$ cat config.mk
export PLATFORM = sky130hd
export DESIGN_NAME = instr_fetch_unit
export DESIGN_NICKNAME = d
export VERILOG_FILES = /design/src/rtl/instr_fetch_unit.sv
export SDC_FILE = /design/constraint.sdc
export NUM_CORES = 1
export LEC_CHECK = 0
export ABC_AREA = 0
export BUFFER_PORTS_ARGS = -buffer_cell sky130_fd_sc_hd__buf_2
export CAP_MARGIN = 20
export CORE_MARGIN = 10
export CORE_UTILIZATION = 50
export DETAILED_ROUTE_END_ITERATION = 10
export GPL_TIMING_DRIVEN = 0
export PLACE_DENSITY = 0.73
export SYNTH_ARGS = -nofsm -noshare
export SYNTH_HDL_FRONTEND = slang
export SYNTH_SLANG_ARGS = --single-unit
$ cat constraint.sdc
create_clock -name clk -period 2.7 [get_ports clk]
set_clock_uncertainty 0.05 [all_clocks]
set_input_delay 0.405 -clock clk [delete_from_list [all_inputs] [get_ports clk]]
set_output_delay 0.405 -clock clk [all_outputs]
set_load 0.005 [all_outputs]
$ cat src/rtl/instr_fetch_unit.sv
// Instruction fetch front end: issues in-order word fetches, queues responses with
// their PC, and presents {pc, instr} to decode; a redirect flushes and drops stale data.
module instr_fetch_unit #(
   parameter int unsigned     XLEN     = 32,
   parameter logic [XLEN-1:0] RESET_PC = '0,
   parameter int unsigned     DEPTH    = 4
) (
   input  logic            clk,
   input  logic            rst,
   output logic            imem_req_valid,
   input  logic            imem_req_ready,
   output logic [XLEN-1:0] imem_req_addr,
   input  logic            imem_rsp_valid,
   input  logic [XLEN-1:0] imem_rsp_data,
   input  logic            redirect_valid,
   input  logic [XLEN-1:0] redirect_pc,
   output logic            if_valid,
   input  logic            if_ready,
   output logic [XLEN-1:0] if_pc,
   output logic [XLEN-1:0] if_instr
);

   localparam int unsigned   PW   = $clog2(DEPTH);
   localparam int unsigned   CW   = PW + 1;
   localparam logic [CW-1:0] FULL = CW'(DEPTH);

   typedef enum logic {S_FETCH, S_FLUSH} state_t;

   state_t          r_state, w_state_nxt;
   logic [XLEN-1:0] r_pc;
   logic [XLEN-1:0] r_q_pc    [DEPTH];
   logic [XLEN-1:0] r_q_instr [DEPTH];
   logic [DEPTH-1:0] r_q_filled;
   logic [PW-1:0]   r_head, r_alloc, r_fill;
   logic [CW-1:0]   r_count;   // allocated entries
   logic [CW-1:0]   r_pend;    // allocated but not yet filled
   logic [CW-1:0]   r_drop;    // stale responses still to discard

   logic            w_req_hs, w_pop, w_drop, w_fill;
   logic [CW-1:0]   w_drop_redir;
   logic            w_unused_pc_lo;

   assign w_unused_pc_lo = ^redirect_pc[1:0];

   assign imem_req_valid = (r_state == S_FETCH) && (r_count < FULL) && !redirect_valid && !rst;
   assign imem_req_addr  = r_pc;

   assign if_valid = !rst && r_q_filled[r_head];
   assign if_pc    = if_valid ? r_q_pc[r_head]    : '0;
   assign if_instr = if_valid ? r_q_instr[r_head] : '0;

   assign w_req_hs = imem_req_valid && imem_req_ready;
   assign w_pop    = if_valid && if_ready;
   assign w_drop   = imem_rsp_valid && (r_drop != '0);
   assign w_fill   = imem_rsp_valid && (r_drop == '0) && (r_pend != '0);

   // On redirect every unfilled entry becomes a stale response to drop; a response
   // landing in the redirect cycle is discarded here rather than counted.
   assign w_drop_redir = r_drop - CW'(w_drop) + r_pend - CW'(w_fill);

   always_ff @(posedge clk) begin
      if (rst) r_state <= S_FETCH;
      else     r_state <= w_state_nxt;
   end

   always_comb begin
      w_state_nxt = r_state;
      if (redirect_valid)
         w_state_nxt = (w_drop_redir != '0) ? S_FLUSH : S_FETCH;
      else if (r_state == S_FLUSH && r_drop == '0)
         w_state_nxt = S_FETCH;
   end

   always_ff @(posedge clk) begin
      if (rst) begin
         r_pc       <= RESET_PC;
         r_head     <= '0;
         r_alloc    <= '0;
         r_fill     <= '0;
         r_count    <= '0;
         r_pend     <= '0;
         r_drop     <= '0;
         r_q_filled <= '0;
      end else if (redirect_valid) begin
         r_pc       <= {redirect_pc[XLEN-1:2], 2'b00};
         r_head     <= '0;
         r_alloc    <= '0;
         r_fill     <= '0;
         r_count    <= '0;
         r_pend     <= '0;
         r_drop     <= w_drop_redir;
         r_q_filled <= '0;
      end else begin
         if (w_req_hs) begin
            r_alloc <= r_alloc + PW'(1);
            r_pc    <= r_pc + XLEN'(4);
         end
         if (w_fill) begin
            r_q_filled[r_fill] <= 1'b1;
            r_fill             <= r_fill + PW'(1);
         end
         // The popped head is always filled, so it never collides with the fill slot
         if (w_pop) begin
            r_q_filled[r_head] <= 1'b0;
            r_head             <= r_head + PW'(1);
         end
         r_count <= r_count + CW'(w_req_hs) - CW'(w_pop);
         r_pend  <= r_pend + CW'(w_req_hs) - CW'(w_fill);
         r_drop  <= r_drop - CW'(w_drop);
      end
   end

   always_ff @(posedge clk) begin
      if (!rst && !redirect_valid) begin
         if (w_req_hs) r_q_pc[r_alloc]   <= r_pc;
         if (w_fill)   r_q_instr[r_fill] <= imem_rsp_data;
      end
   end

endmodule

# After elaboration in Yosys (flattened, before gate mapping)
# Memory sizes are Yosys's and may differ from the RTL's. A register that Yosys moved wholly into a read port is not among the register bits.
# Cells that the tools add are included.
dict set report word_totals {
  latchBits 0
  ff_bits 52
  romBits 0
  in_bits 70
  output_inout_bits 98
  memories 2
  mem_bits_rw 256
}
# name words word_bits read_ports rd_ports_with_merged_regs write_ports line
set mem_list {}
lappend mem_list {r_q_instr 4 32 1 1 1 32} ;# logic [XLEN-1:0] r_q_instr [DEPTH];
lappend mem_list {r_q_pc 4 32 1 1 1 31} ;# logic [XLEN-1:0] r_q_pc [DEPTH];
dict set report classes {
  mul 0
  n_lt_le_gt_ge 5
  bitwise 4
  eq_ne 0
  reduce_logical 22
  shifts 0
  n_mux 28
  add_sub_neg 11
  n_div 0
}
# cell n
set op_table {}
lappend op_table {{2-to-1 mux 32 bit} 4}
lappend op_table {{adder 32 x 3 -> 32 bit (second input constant)} 1}
lappend op_table {{2-to-1 mux 4 bit} 4}
lappend op_table {{logical AND 1 bit} 13}
lappend op_table {{2-to-1 mux 1 bit} 12}
lappend op_table {{subtractor 3 x 1 -> 3 bit} 4}
lappend op_table {{nonzero test 3 bit} 3}
lappend op_table {{2-to-1 mux 2 bit} 4}
lappend op_table {{adder 2 x 1 -> 2 bit (second input constant)} 3}
lappend op_table {{adder 3 x 1 -> 3 bit} 2}
lappend op_table {{< comparator 2 x 3 -> 1 bit (second input constant)} 2}
lappend op_table {{bitwise AND 4 bit} 1}
lappend op_table {{demux 1 bit (select 2 bit)} 2}
lappend op_table {{greater-or-equal comparator 2 x 1 -> 1 bit (second input constant)} 2}
lappend op_table {{NOT 4 bit} 1}
lappend op_table {{OR 4 bit} 1}
lappend op_table {{nonzero test 2 bit} 2}
lappend op_table {{adder 3 bit} 1}
lappend op_table {{logical NOT 3 bit} 1}
lappend op_table {{< comparator 3 bit (second input constant)} 1}
lappend op_table {{2-to-1 mux 3 bit} 1}
lappend op_table {{binary-select mux 1 bit (select 2 bit)} 1}
lappend op_table {{logical NOT 1 bit} 2}
lappend op_table {{OR reduction 2 bit} 1}
lappend op_table {{NOT 1 bit} 1}

# Logic depth before layout (Yosys ltp)
dict set report depth {
  ltp_word 10
  ltp_mapped 12
}

# Worst setup path after synthesis
# Ideal clock, no wire load.
dict set report synth_timing {
  kind {register to register}
  from {reg r_drop[0]}
  to {reg r_state}
  n_path_buf 0
  arrival_time_ns 2.699
  required_ns 2.559
  path_stages_with_launch 12
  synth_period_minus_slack_ns 2.840
  setup_ns 0.091
  setup_slack_ns -0.140
  path_cell_list {dfxtp_1 -> or3_1 -> and2_1 -> ha_1 -> ha_1 -> ha_1 -> inv_1 -> fa_1 -> xnor2_1 -> xnor2_1 -> xor2_1 -> a311oi_1}
}
dict set report synth_via {
  elab_chain_len 8
  elab_cells_between_ends 13
  classes_between {add/sub: 3; mux: 2; reduce/logical: 8}
}
# element line
set synth_lines {}
lappend synth_lines {{start, declared} 37} ;# logic [CW-1:0] r_drop;
lappend synth_lines {{start signal, assigned} 91} ;# r_drop <= w_drop_redir;
lappend synth_lines {{start signal, assigned} 109} ;# r_drop <= r_drop - CW'(w_drop);
lappend synth_lines {{nonzero test 3 bit} 54} ;# assign w_drop = imem_rsp_valid && (r_drop != '0);
lappend synth_lines {{logical AND 1 bit} 54}
lappend synth_lines {{subtractor 3 x 1 -> 3 bit} 59} ;# assign w_drop_redir = r_drop - CW'(w_drop) + r_pend - CW'(w_fill);
lappend synth_lines {{adder 3 bit} 59}
lappend synth_lines {{subtractor 3 x 1 -> 3 bit} 59}
lappend synth_lines {{nonzero test 3 bit} 69} ;# w_state_nxt = (w_drop_redir != '0) ? S_FLUSH : S_FETCH;
lappend synth_lines {{2-to-1 mux 1 bit} 69}
lappend synth_lines {{2-to-1 mux 1 bit} 68} ;# if (redirect_valid)
lappend synth_lines {{end signal, assigned} 63} ;# else r_state <= w_state_nxt;
lappend synth_lines {{end, declared} 29} ;# state_t r_state, w_state_nxt;
# Parallel ways exist; a longest one is shown, timed or not.
# A chain may end at the register's enable or synchronous reset.

# Final worst setup path
dict set report layout_timing {
  from {reg r_drop[1]}
  to {reg r_state}
}
# Same word-level chain as after synthesis.

==> impl_metrics.env <==
export IMPL_num_vias=7074
export IMPL_wl_per_cell_um=21.5
export IMPL_avgViaCountPerCell=5.45
export IMPL_worstPathCellList="or3_4, and2_4, ha_4, ha_4, ha_4, inv_2, fa_2, xnor2_2, xnor2_2, xor2_1, a311oi_1"
export IMPL_cts_made_buffers=30
export IMPL_grt_antenna_before_repair=0
export IMPL_latest_clock_arrival_within_the_worst_skew_pair_ps=540
export IMPL_power_per_cell_area_mw_per_mm2=715
export IMPL_antenna_diode_count=0
export IMPL_synth_seq_area_share_pct=68.3
export IMPL_netlist_cell_type_count=47
export IMPL_final_cycle_share_pct=103
export IMPL_grt_pass1_wl_mm=42.2
export IMPL_synthCells=755
export IMPL_gr_total_overflow=0
export IMPL_areaGrowthSynthToFinish_pct=20.0
export IMPL_detailedPlace_worstSlack_ps=-190
export IMPL_hp_class="in2reg"
export IMPL_maxCapViolCount=0
export IMPL_library_cell_appearing_most_often_on_the_critical_path="ha_4"
export IMPL_nNetsFinal=1045
export IMPL_finalCriticalPeriod_ps=2790
export IMPL_total_power_mw=10.7
export IMPL_numClockSinks=300
export IMPL_count_of_fill_cells_added_during_filler_insertion=1844
export IMPL_core_area_mm2=0.0244
export IMPL_grtUsageTotal_pct=17.3
export IMPL_crit_path_max_incr_delay_ps=400
export IMPL_path_max_fanout=3
export IMPL_floorplan_die_height_um=178
export IMPL_post_route_cells_drive_above_1_share_pct=34.8
export IMPL_power_leakage_nw=5.42
export IMPL_area_occupied_by_multi_input_gates_mm2=0.00369
export IMPL_failing_checks="setup timing"
export IMPL_post_dp_hpwl_mm=18.5
export IMPL_fin_setup_tns_ps=-125
export IMPL_crit_slowest_cell="or3_4"
export IMPL_yosys_register_bits=300
export IMPL_drtPass1Iterations=5
export IMPL_layout_setup_ws_ps=-88.8
export IMPL_grt_max_degree=33
export IMPL_final_util_pct=61.2
export IMPL_ant_nets=0
export IMPL_die_w_um=178
export IMPL_io_pins=168
export IMPL_worst_setup_path_end_kind="flop"
export IMPL_synth_warnings=0
export IMPL_syn_area_mm2=0.0124
export IMPL_critPathArrivalTime_ps=3180
export IMPL_vdd_ir_drop_worst_mv=0.526
export IMPL_synth_avg_cell_area_um2=16.5
export IMPL_path_class="reg2reg"
export IMPL_synth_top_area_share_pct=59.9
export IMPL_number_of_standard_cell_rows_in_the_floorplan=57
export IMPL_yosysTopAreaCell="edfxtp_1"
export IMPL_worst_path_buf_inv=1
export IMPL_achievable_frequency_ghz=0.359
export IMPL_grt_pass1_vias=7267
export IMPL_maxSlewViolCount=0
export IMPL_measured_slew_at_the_worst_slew_check_pin_ps=880
export IMPL_crit_required_ps=3090
export IMPL_crit_path_start_kind="flop"
export IMPL_timing_critical_path_max_delay_family="adder cells"
export IMPL_cts_tree="built"
export IMPL_cts_root_buf="clkbuf_16"
export IMPL_final_gp_congestion=0.795
export IMPL_total_die_area_mm2=0.0316
export IMPL_ctsHtreeMaxLevel=1
export IMPL_detailedRoute_firstIterationViolations=604
export IMPL_status="finished with violations"
export IMPL_register_area_mm2=0.00849
export IMPL_clock_tree_buffer_depth=3
export IMPL_hold_violations=0
export IMPL_start_util_pct=51.0
export IMPL_wirelength_mm=28.0
export IMPL_max_slew_margin_rel_pct=41.3
export IMPL_drc=0
export IMPL_setup_violations=2
export IMPL_synth_area_leaders="edfxtp_1 (60%), mux4_2 (11%), dfxtp_1 (8.4%), nor2b_1 (3.2%), ha_1 (2.1%)"
export IMPL_cts_clk_slew_worst_paths_ps=60
export IMPL_rsz0062_at_grt="yes"
export IMPL_io_buffers=161
## layout make-up
type / instances / share of cell area (%)
Clock buffer: 35 / 5.43
Inverter: 34 / 0.855
Buffer: 43 / 2.05
Tap cell: 324 / 2.72
Sequential cell: 300 / 56.9
Timing Repair Buffer: 162 / 5.45
Multi-Input combinational cell: 380 / 24.7
Clock inverter: 21 / 1.89
## worst register-to-register path, delay by kind of cell (launching register included)
family / cells / cell delay (ps)
AOI/OAI and AO/OA: 1 / 280
and+or+nand+nor: 2 / 560
buffers and inverters: 1 / 30
DFF: 1 / 320
xor gates and xnor gates: 3 / 460
adders and majority gates: 4 / 1010
## per-layer routing
metal / part of all wire, % / GRT usage [%] / vias to the layer above
met2: 48 / 28.2 / 281
met4: 1.7 / 4.10 / 0
met5: 0 / 0 / -
met3: 8.2 / 3.46 / 39
met1: 42 / 23.7 / 3522
li1: - / - / 3232
## per-stage QoR
| stage | instance area [um2] | instances | hold slack [ps] |
|---|---|---|---|
| after floorplan | 12500 | 758 | 419 |
| after global placement | 13700 | 1243 | 441 |
| after detailed placement | 13700 | 1243 | 451 |
| after CTS | 14900 | 1298 | 10.8 |
| after global routing | 14900 | 1299 | 17.8 |
| final | 14900 | 1299 | 29.8 |
## kinds of logic (layout without fill, tap and decap cells)
group           after synthesis  after routing  synth area share (%)
compound gates               58             58                  2.99
simple gates                184            184                  8.56
flops                       300            300                  68.3
buf+inv                      78            295                  2.77
fa+ha+maj                    24             24                  2.60
other cells                   1              4                0.0302
xor+xnor                     40             40                  2.82
mux                          70             70                  12.0
## synthesized netlist by cell type (all sizes together)
| cell | count |
|---|---|
| nor3 | 3 |
| nand2b | 2 |
| xor2 | 14 |
| and2 | 10 |
| nor4 | 6 |
| nor3b | 2 |
| conb | 1 |
| nor2b | 63 |
| nand3 | 11 |
| buf | 26 |
| o31ai | 1 |
| a211oi | 7 |
| or3b | 1 |
| a21oi | 29 |
| mux4 | 63 |
| o21ai | 2 |
| a41oi | 1 |
| nand3b | 1 |
| clkbuf | 18 |
| o21a | 16 |
| or2 | 1 |
| nand4 | 12 |
| or3 | 1 |
| nor2 | 31 |
| inv | 34 |
| and3 | 13 |
| dfxtp | 52 |
| a311oi | 2 |
| ha | 21 |
| edfxtp | 248 |
| and4 | 5 |
| mux2 | 1 |
| fa | 3 |
| mux2i | 6 |
| nand2 | 22 |
| xnor2 | 26 |
## cell usage in the layout, fill, tap and decap left out, drive strengths merged, types with 3 or more instances in the layout
master / count
edfxtp: 248
inv: 34
nor3: 3
xnor2: 26
nor2: 31
a211oi: 7
xor2: 14
conb: 4
and2: 10
nand2: 22
o21a: 16
clkbuf: 52
buf: 188
clkinv: 12
nand3: 11
mux4: 63
nor4: 6
mux2i: 6
nand4: 12
nor2b: 63
ha: 21
and4: 5
a21oi: 29
bufinv: 7
dfxtp: 52
and3: 13
fa: 3
## flip-flops by register name (all words and copies together) (netlist names), named ones only
name / count
r_q_instr: 128
imem_req_addr: 30
r_state: 1
r_drop: 3
r_pend: 3
r_head: 2
r_q_pc: 120
r_count: 3
r_q_filled: 4
r_alloc: 2
r_fill: 2
## where the power goes
part           internal (mW)  switching (mW)
clock                   2.81            1.71
sequential              5.12           0.106
combinational          0.463           0.469
## path summary, 6_finish.rpt
path	startpoint	end	slack, ps	cells past startpoint
min	imem_rsp_data[10]	r_q_instr[0][10]$_DFFE_PP_	30	1
min reg2reg	r_alloc[1]$_SDFFE_PP0P_	r_alloc[1]$_SDFFE_PP0P_	460	2
max reg2reg	r_drop[1]$_SDFF_PP0_	r_state$_SDFFE_PP0P_	-90	11
max	r_drop[1]$_SDFF_PP0_	r_state$_SDFFE_PP0P_	-90	11
## repair_timing
item,4_1_cts,5_1_grt
endpoints found under the hold margin,0,0
endpoints found under the setup margin,63,28
resized for setup,36,8
hold buffers,0,0
setup buffers,0,1
pin swaps,2,0
Power figures use the tool's default switching activity.
